File: src/rtl/div_sequencer.sv
// div_sequencer
//   Multi-cycle divide controller for the execute stage. Sequences a radix-2
//   restoring divider (one quotient bit per cycle) for DIV/DIVU, stalls the
//   pipeline while the quotient is being formed, and presents HI/LO in the
//   cycle the stall releases so the divide leaves E carrying its result.
//
// Ports
//   clk, rst      pipeline clock, asynchronous active-high reset
//   div_startE    divide instruction valid in E
//   div_signedE   1 = DIV (two's complement), 0 = DIVU
//   srcaE, srcbE  dividend / divisor after forwarding
//   div_cancel    E-stage instruction annulled; abort in any state
//   stall_divE    stall request to the hazard unit (combinational)
//   div_validE    one-cycle pulse, hiE/loE hold a new result
//   hiE, loE      remainder / quotient, registered, held until next result
module div_sequencer #(
   parameter int WIDTH = 32
) (
   input  logic             clk,
   input  logic             rst,
   input  logic             div_startE,
   input  logic             div_signedE,
   input  logic [WIDTH-1:0] srcaE,
   input  logic [WIDTH-1:0] srcbE,
   input  logic             div_cancel,
   output logic             stall_divE,
   output logic             div_validE,
   output logic [WIDTH-1:0] hiE,
   output logic [WIDTH-1:0] loE
);

   localparam int CW = $clog2(WIDTH);

   typedef enum logic [1:0] {IDLE, BUSY, DONE} stateT;

   stateT            state;
   logic [CW-1:0]    count;
   logic [WIDTH-1:0] remReg;
   logic [WIDTH-1:0] quoReg;
   logic [WIDTH-1:0] divisorReg;
   logic             quoNeg;
   logic             remNeg;
   logic             validReg;

   logic             accept;
   logic             aNeg;
   logic             bNeg;
   logic [WIDTH-1:0] aMag;
   logic [WIDTH-1:0] bMag;
   logic [WIDTH:0]   remShift;
   logic [WIDTH-1:0] remNext;
   logic [WIDTH-1:0] quoNext;
   logic             lastStep;

   assign accept = (state == IDLE) && div_startE && !div_cancel;

   // Operate on magnitudes; signs are reapplied to the final result.
   assign aNeg = div_signedE & srcaE[WIDTH-1];
   assign bNeg = div_signedE & srcbE[WIDTH-1];
   assign aMag = aNeg ? -srcaE : srcaE;
   assign bMag = bNeg ? -srcbE : srcbE;

   // The shifted partial remainder needs one extra bit: it can reach
   // 2*divisor-1, which overflows WIDTH bits for large divisors.
   assign remShift = {remReg, quoReg[WIDTH-1]};

   always_comb begin
      remNext = remShift[WIDTH-1:0];
      quoNext = {quoReg[WIDTH-2:0], 1'b0};
      if (remShift >= {1'b0, divisorReg}) begin
         // True difference is below the divisor, so the low bits are exact.
         remNext    = remShift[WIDTH-1:0] - divisorReg;
         quoNext[0] = 1'b1;
      end
   end

   assign lastStep = (count == CW'(WIDTH - 1));

   // Reset and cancel both drop the stall in the same cycle.
   assign stall_divE = !rst && (accept || ((state == BUSY) && !div_cancel));
   assign div_validE = validReg && !div_cancel;

   always_ff @(posedge clk or posedge rst) begin
      if (rst) begin
         state      <= IDLE;
         count      <= '0;
         remReg     <= '0;
         quoReg     <= '0;
         divisorReg <= '0;
         quoNeg     <= 1'b0;
         remNeg     <= 1'b0;
         validReg   <= 1'b0;
         hiE        <= '0;
         loE        <= '0;
      end else begin
         validReg <= 1'b0;
         if (div_cancel) begin
            state <= IDLE;
         end else begin
            case (state)
               IDLE: begin
                  if (div_startE) begin
                     remReg     <= '0;
                     quoReg     <= aMag;
                     divisorReg <= bMag;
                     quoNeg     <= aNeg ^ bNeg;
                     remNeg     <= aNeg;
                     count      <= '0;
                     if (srcbE == '0) begin
                        // Divide by zero: fixed result, signedness ignored.
                        state    <= DONE;
                        validReg <= 1'b1;
                        loE      <= '1;
                        hiE      <= srcaE;
                     end else begin
                        state <= BUSY;
                     end
                  end
               end
               BUSY: begin
                  remReg <= remNext;
                  quoReg <= quoNext;
                  if (lastStep) begin
                     state    <= DONE;
                     validReg <= 1'b1;
                     loE      <= quoNeg ? -quoNext : quoNext;
                     hiE      <= remNeg ? -remNext : remNext;
                  end else begin
                     count <= count + CW'(1);
                  end
               end
               // The instruction is leaving E with its result; a start seen
               // here belongs to the same instruction and must not restart.
               DONE:    state <= IDLE;
               default: state <= IDLE;
            endcase
         end
      end
   end

endmodule
File: config.mk
export PLATFORM = sky130hd
export DESIGN_NAME = div_sequencer
export DESIGN_NICKNAME = d
export VERILOG_FILES = /design/src/rtl/div_sequencer.sv
export SDC_FILE = /design/constraint.sdc
export NUM_CORES = 1
export LEC_CHECK = 0
export BUFFER_PORTS_ARGS = -buffer_cell sky130_fd_sc_hd__buf_2
export CORE_MARGIN = 4
export CORE_UTILIZATION = 30
export DETAILED_ROUTE_END_ITERATION = 6
export PLACE_DENSITY_LB_ADDON = 0.3
export REMOVE_ABC_BUFFERS = 1
export SYNTH_ARGS = -nofsm -noshare
export SYNTH_HDL_FRONTEND = slang
export SYNTH_SLANG_ARGS = --single-unit
File: constraint.sdc
create_clock -name clk -period 5.35 [get_ports clk]
set_clock_uncertainty 0.15 [all_clocks]
set_input_delay 0.535 -clock clk [delete_from_list [all_inputs] [get_ports clk]]
set_output_delay 0.535 -clock clk [all_outputs]
set_load 0.01 [all_outputs]
==> results of run 1 <==
cell type report:
class | instances | area share
Timing Repair Buffer | 202 | 0.0834
Tap cell | 525 | 0.0459
Clock buffer | 19 | 0.0309
Inverter | 61 | 0.0163
Sequential cell | 170 | 0.297
Multi-Input combinational cell | 1210 | 0.518
Clock inverter | 12 | 0.00813
layer usage:
layer / global-route usage / wire length (µm)
met5: 0 / 0
met4: 0.0533 / 1040
met3: 0.0324 / 1440
met2: 0.267 / 17000
met1: 0.237 / 18200
metrics by stage:
stage	util	hold slack, ps	setup WS, ps	total power [mW]	TNS (ps)
after floorplan	-	314	-1480	4.35	-86860
after global placement	0.343	309	78.2	5.52	0
after detailed placement	0.343	319	33.6	5.55	0
after CTS	0.357	185	16.5	6.79	0
after global routing	0.359	225	-31.7	7.39	-31.7
final	0.359	139	293	6.80	0
worst min path at each step:
stage,cells after the start,start,slack (ps),end
floorplan,2,count[2],310,count[2]
global placement,1,hiE[0],310,hiE[0]
detailed placement,2,hiE[3],320,hiE[3]
CTS,2,rst,190,remReg[23]
global route,2,rst,230,loE[31]
finish,2,rst,140,hiE[23]
logic make-up after synthesis:
kind of cell    Yosys count  synth area share
simple gates            538             0.205
xor+xnor                129            0.0932
compound gates          485             0.246
buf+inv                 148            0.0482
fa+ha+maj                39            0.0409
flops                   170             0.351
mux                      19            0.0160
synthesized netlist by cell type, drive strengths merged (15+ instances only):
master / count / area (µm²)
a31oi: 32 / 200
a21oi: 176 / 885
nor4: 16 / 106
and3: 16 / 101
ha: 38 / 475
nor2: 168 / 633
nand4: 20 / 125
buf: 30 / 140
xor2: 76 / 666
mux2i: 16 / 160
inv: 61 / 229
o41ai: 15 / 139
nand3: 19 / 95.1
o31ai: 25 / 201
nand2: 174 / 653
clkbuf: 57 / 215
o21ai: 149 / 746
xnor2: 53 / 464
dfrtp: 170 / 4250
or3: 21 / 131
nor3: 40 / 200
flip-flops by register name, summed over array words and instances (netlist names):
| register | cells |
|---|---|
| divisorReg | 32 |
| hiE | 32 |
| loE | 32 |
| quoReg | 32 |
| remReg | 32 |
| count | 5 |
| state | 2 |
| quoNeg | 1 |
| remNeg | 1 |
| validReg | 1 |
repair_timing:
item,CTS,global route
resized for setup,0,24
setup buffers,0,1
setup endpoints to repair,0,6
power by group:
group          total [mW]  internal [mW]  leakage (nW)  switching (mW)
Clock                1.22          0.657         0.264           0.562
Combinational        3.43           1.37          3.80            2.06
Sequential           2.15           1.75          2.04           0.403
==> impl_metrics.toml, run 1 <==
[worst_setup_path]
r2r_cells = 21
worstPathMaxFanout = 5
worstSetupEndpointType = "register"
worst-path-stages = 21
startpoint_type = "register"
cpMaxStageDelayCell = "or3b_2"
setup.worst_path.start = "remReg[5]"
crit_required_ps = 5520
worstSetupPathType = "register to register"
reg2reg_to = "hiE[28]"
worst-endpoint-arrival_ps = 5230
r2r_slack_ps = 290
slowest_delay_ps = 450
crit_top_cell = "ha_1"
crit_end = "hiE[28]"
cp_top_family = "simple AND/OR/NAND/NOR gates"
crit_buf_inv = 2
path_cells = "ha_1 -> nand4_1 -> nor3_1 -> buf_4 -> a31oi_1 -> o221ai_2 -> or2_2 -> inv_1 -> mux2i_2 -> ha_1 -> or3b_2 -> or3_1 -> nor2_2 -> nand2_1 -> nor3_2 -> a41oi_1 -> a21oi_2 -> nand3_4 -> o31ai_4 -> nand3_1 -> and3_1"
r2r-start = "remReg[5]"

[sta]
slew_headroom = 0.207
fin_crit_sh = 0.945
drv_slew = 0
hold_viol_final = 0
finalSetupViolCount = 0
fin_crit_ps = 5060
worstMarginPinSlew_ps = 1190
fmax_mhz = 198

[routing]
wire_per_inst_um = 17.2
wl_um = 37700
drc = 0
viasPerCell = 5.12
routed-via-count = 11267
drtIter0Drc = 691
drt_pass1_iterations = 7
ant_nets = 0

[cells_and_area]
finalNonFillerCells = 2199
drive_gt1_frac = 0.174
area_growth_pct = 18.1
antenna_cells = 0
multiInputGateArea_um2 = 7420
nFillCells = 4199
nets = 1770
layout_commonest_cell = "nand2_1"
final_cell_mix = "nand2_1, a21oi_1, dfrtp_1"
final_area_um2 = 14300
register_area_um2 = 4250

[hold_path]
hold_path_class = "input port to asynchronous set/reset pin"

[die]
row_count = 73
die_y_um = 209
io_pins = 135
initial_core_util = 0.304
dieArea_um2 = 43700
die_w_um = 209
coreArea_um2 = 39800

[global_route]
grt_max_degree = 99
grt_use_total = 0.170
antenna_found_initial = 0
grt_pass1_vias = 10925
grt_pass1_wl_um = 60800
grt.overflow.total = 0

[cts]
clkTransAtPathRegs_ps = 70
h-tree-depth = 4
cts_tree = "built"
clock-sinks = 170
insertion_delay_ps = 440
ctsRootBufferMaster = "clkbuf_16"
clockBufferDepth = 2
cts_made_buffers = 17
cts_hold_buf = 0

[synth]
synth_area_um2 = 12100
syn_area_per_cell_um2 = 7.93
synth_seq_cells = 170
synth_edf_count = 0
ys_seq_area_frac = 0.351
synthArstFlopShare = 1.00
synthCells = 1528
ys_warn_count = 0
synthFlopType = "dfrtp_1"
ys_types = 80

[pwr]
power.density_nw_per_um2 = 475
peakVddDrop_v = 0.000209
p_leak_nw = 6.11

[placement]
dpl.hpwl_um = 29200
port_buffers = 134
post_dp_cell_area_um2 = 13600
dp_cells = 2167
gp_congestion = 0.895

[flow_run]
cap_violations = 0

[run_status]
status = "finished clean"
Power figures use the tool's default switching activity.
==> inputs of run 2 (changes only) <==
Settings changed: GPL_TIMING_DRIVEN from default to 0.
==> impl_metrics.toml, run 2 (synthesized netlist as in run 1, its figures left out) <==
[cts]
clkTransAtPathRegs_ps = 70
cts_tree = "built"
cts_made_buffers = 17
ctsRootBufferMaster = "clkbuf_16"
cts_hold_buf = 0
clockBufferDepth = 2
insertion_delay_ps = 450
clock-sinks = 170
h-tree-depth = 4

[sta]
slew_headroom = 0.226
fmax_mhz = 194
whs_ps = -6.05
drv_slew = 0
setup_tns_ps = 0
fin_crit_ps = 5160
fin_ws_ps = 187
worstMarginPinSlew_ps = 1160
fin_crit_sh = 0.965
hold_viol_final = 1
finalSetupViolCount = 0

[cells_and_area]
nFillCells = 4235
register_area_um2 = 4270
drive_gt1_frac = 0.190
final_cell_mix = "nand2_1, a21oi_1, nor2_1"
area_growth_pct = 21.9
finalNonFillerCells = 2182
nets = 1750
multiInputGateArea_um2 = 7830

[global_route]
grt_use_total = 0.167
grt_busiest_layer = "met2"
grt_pass1_wl_um = 59800
grt_max_degree = 101
antenna_found_initial = 8
grt_use_met3 = 0.0368
grtUsageMet1 = 0.224
grt.overflow.total = 0
grt_pass1_vias = 10717
gr-usage-met2 = 0.276

[routing]
drc = 0
wire_per_inst_um = 17.4
viasPerCell = 5.20
ant_nets = 0
drt_pass1_iterations = 5
routed-via-count = 11353
wl_um = 38000
drtIter0Drc = 665

[pwr]
p_comb_frac = 0.507
clkPwrFrac = 0.178
peakVddDrop_v = 0.000252
p_int_mw = 3.90
switching_share = 0.443
power_switching_mw = 3.10
p_leak_nw = 6.08
power.density_nw_per_um2 = 473
seq_power_share = 0.314

[placement]
gp_congestion = 0.832
place_ws_ps = -1930
port_buffers = 134
dpl.hpwl_um = 27700
dp_cells = 2109

[run_status]
status = "finished, violations left"
violations = "hold timing"

[die]
coreArea_um2 = 39800
io_pins = 135
die_w_um = 209
row_count = 73
die_y_um = 209
dieArea_um2 = 43700
initial_core_util = 0.304

[worst_setup_path]
worstSetupPathType = "register to register"
startpoint_type = "register"
worst-endpoint-arrival_ps = 5350
r2r_slack_ps = 190
worstSetupEndpointType = "register"
worstPathMaxFanout = 5
crit_required_ps = 5530

[hold_path]
hold_path_class = "input port to asynchronous set/reset pin"

[flow_run]
cap_violations = 0
## run 2: cell count changes in the layout (fill, tap and decap cells not counted), sizes merged
cell	change
buf	-25
clkinvlp	+2
diode	+2
bufbuf	+1
clkbuf	+1
clkinv	+1
inv	+1
## run 2: routing by layer
| layer | up-vias | wire length, µm |
|---|---|---|
| met2 | 240 | 18000 |
| met1 | 5358 | 17300 |
| met5 | - | 42 |
| met4 | 10 | 803 |
| li1 | 5688 | - |
| met3 | 57 | 1910 |
## run 2: worst paths after layout
check | start | endpoint | depth (start not counted)
min in group clk | srcaE[12] | hiE[12] | 3
hold reg to reg | hiE[0] | hiE[0] | 1
max in group asynchronous | rst | remReg[0] | 3
setup reg to reg | remReg[2] | hiE[28] | 21
setup / recovery | remReg[2] | hiE[28] | 21
hold / removal | rst | hiE[25] | 2
## run 2: through the flow
step	util	area [µm²]	power [mW]	hold slack (ps)
after floorplan	-	11800	4.35	314
after global placement	0.329	13100	5.31	308
after detailed placement	0.334	13300	5.40	318
after CTS	0.360	14300	6.84	3.18
after global routing	0.371	14800	7.58	28.3
final	0.371	14800	7.00	-6.05
## run 2: area by class of cell
cell class,count,share of cell area
timing repair inverter,2,0.000677
inverter,61,0.0163
multi-input combinational,1210,0.530
antenna,2,0.000339
sequential,170,0.289
clock inverter,14,0.00931
timing repair buffer,180,0.0809
clock buffer,18,0.0297
tap,525,0.0444
## run 2: critical path, cell delays in order, from the launching register on
cell and delay (ps):
dfrtp_2 450, ha_4 310, nand4_1 230, nor4_4 380
a31oi_2 170, o221ai_4 210, or2_4 190, buf_12 130
clkinvlp_4 140, mux2i_2 230, ha_2 220, or3b_4 380
or3_4 430, nor2_4 110, nand2_1 70, nor3_2 190
a41oi_2 90, a21oi_2 260, nand3_4 140, o31ai_4 210
nand3_1 90, and3_1 230
## run 2: what timing repair did
action	4_1_cts	5_1_grt
setup buffers	14	20
cloned	3	2
resized for setup	50	46
pin swaps	8	23
setup endpoints to repair	36	6
## run 2: power groups by stage
stage / logic [mW] / clock network [mW] / registers, mW
3_5_place_dp: 3.19 / 0 / 2.22
2_1_floorplan: 2.17 / 0 / 2.18
4_1_cts: 3.36 / 1.28 / 2.20
6_report: 3.55 / 1.25 / 2.20
5_1_grt: 3.97 / 1.34 / 2.27
3_3_place_gp: 3.11 / 0 / 2.20
==> inputs of run 3 (changes only) <==
Settings changed: BUFFER_PORTS_ARGS -buffer_cell sky130_fd_sc_hd__buf_2 to -buffer_cell sky130_fd_sc_hd__buf_4, HOLD_SLACK_MARGIN from default to 0.03.
==> impl_metrics.toml, run 3 (synthesized netlist as in run 1, its figures left out) <==
[run_status]
status = "finished clean"

[worst_setup_path]
slowest_delay_ps = 430
crit_required_ps = 5530
crit_top_cell = "a21oi_2"
cpMaxStageDelayCell = "dfrtp_1"
worstSetupEndpointType = "register"
worstPathMaxFanout = 6
worstSetupPathType = "register to register"
worst-endpoint-arrival_ps = 5370
crit_buf_inv = 2
startpoint_type = "register"
path_cells = "ha_4 -> a21oi_2 -> o21ai_0 -> a31oi_2 -> o221ai_4 -> or2_4 -> buf_12 -> clkinvlp_4 -> mux2i_2 -> ha_2 -> or3b_4 -> or3_4 -> nor2_4 -> nand2_1 -> nor3_2 -> a41oi_2 -> a21oi_2 -> nand3_4 -> o21a_1 -> mux2i_1 -> nor3_1"
cp_top_family = "simple AND/OR/NAND/NOR gates"

[routing]
routed-via-count = 11364
drc = 0
drtIter0Drc = 748
ant_nets = 0
viasPerCell = 5.22
wl_um = 37800
wire_per_inst_um = 17.4
drt_pass1_iterations = 5

[die]
row_count = 73
die_y_um = 209
coreArea_um2 = 39800
io_pins = 135
dieArea_um2 = 43700
die_w_um = 209
initial_core_util = 0.304

[cts]
cts_tree = "built"
ctsRootBufferMaster = "clkbuf_16"
cts_made_buffers = 17
insertion_delay_ps = 460
clockBufferDepth = 2
clock-sinks = 170
h-tree-depth = 4
clkTransAtPathRegs_ps = 70

[flow_run]
cap_violations = 0

[cells_and_area]
final_cell_mix = "nand2_1, a21oi_1, nor2_1"
fin_util = 0.378
antenna_cells = 0
final_area_um2 = 15100
nets = 1745
drive_gt1_frac = 0.185
area_growth_pct = 24.2
layout_commonest_cell = "nand2_1"

[sta]
hold_viol_final = 0
drv_slew = 0
slew_headroom = 0.228
fmax_mhz = 193
worstMarginPinSlew_ps = 1150
whs_ps = 207
fin_crit_ps = 5190
fin_crit_sh = 0.970
fin_ws_ps = 161
finalSetupViolCount = 0

[placement]
gp_congestion = 0.867
dpl.hpwl_um = 27800
place_ws_ps = -1840
post_dp_cell_area_um2 = 13700
port_buffers = 134

[pwr]
power.density_nw_per_um2 = 472
peakVddDrop_v = 0.000247
p_leak_nw = 6.19
power.total_mw = 7.11

[global_route]
antenna_found_initial = 0
grt.overflow.total = 0
grt_use_total = 0.169
grt_max_degree = 103
grt_pass1_vias = 11072
grt_pass1_wl_um = 60900

[hold_path]
hold_path_class = "input port to register"
[run 3: final timing paths]
check	from	to	slack [ps]	cells past startpoint
worst max register to register	remReg[25]	hiE[26]	160	21
min in group asynchronous	rst	hiE[23]	550	3
max in group asynchronous	rst	remReg[3]	3600	4
worst max-delay path	remReg[25]	hiE[26]	160	21
worst min-delay path	srcbE[0]	divisorReg[0]	210	2
worst min register to register	hiE[4]	hiE[4]	330	2
[run 3: metal layers]
| layer | up-vias | wire length (µm) | GRT usage |
|---|---|---|---|
| li1 | 5667 | - | - |
| met1 | 5379 | 17000 | 0.222 |
| met2 | 268 | 17900 | 0.277 |
| met3 | 50 | 1910 | 0.0347 |
| met4 | 0 | 1030 | 0.0621 |
| met5 | - | 0 | 0 |
[run 3: timing repair]
| item | CTS | global route |
|---|---|---|
| hold buffers | 1 | 0 |
| endpoints found under the setup margin | 33 | 6 |
| pin swaps | 6 | 17 |
| buffers inserted | 17 | 13 |
| cloned | 3 | 2 |
| gates resized for setup | 67 | 24 |
| hold endpoints to repair | 68 | 0 |
[run 3: per-stage QoR]
| stage | setup TNS (ps) | cells |
|---|---|---|
| final | 0 | 2175 |
| after global routing | -41.8 | 2175 |
| after CTS | 0 | 2162 |
| after detailed placement | -22130 | 2109 |
| after global placement | -928590 | 2100 |
| after floorplan | -86860 | 1441 |
[run 3: power by group]
| group | internal [mW] | total [mW] | switching (mW) |
|---|---|---|---|
| logic | 1.60 | 3.66 | 2.05 |
| registers | 1.75 | 2.21 | 0.464 |
| clock network | 0.650 | 1.24 | 0.587 |
[run 3: worst register-to-register path: cells and delay by family, from the launching register on]
| family | cells | cell delay [ps] |
|---|---|---|
| AO/OA/AOI/OAI | 7 | 1530 |
| adder cells (fa/ha/maj) | 2 | 510 |
| buffers and inverters | 2 | 270 |
| flip-flops | 1 | 430 |
| multiplexers | 2 | 490 |
| AND/OR/NAND/NOR | 8 | 1680 |
[run 3: layout make-up]
cell class	count	area [µm²]
clock inverters	15	141
repair buffers	175	1520
repair inverters	2	10.0
multi-input cells	1210	7800
inverters	61	240
fillers	4155	24800
flip-flops and latches	170	4260
clock buffers	17	425
well taps	525	657
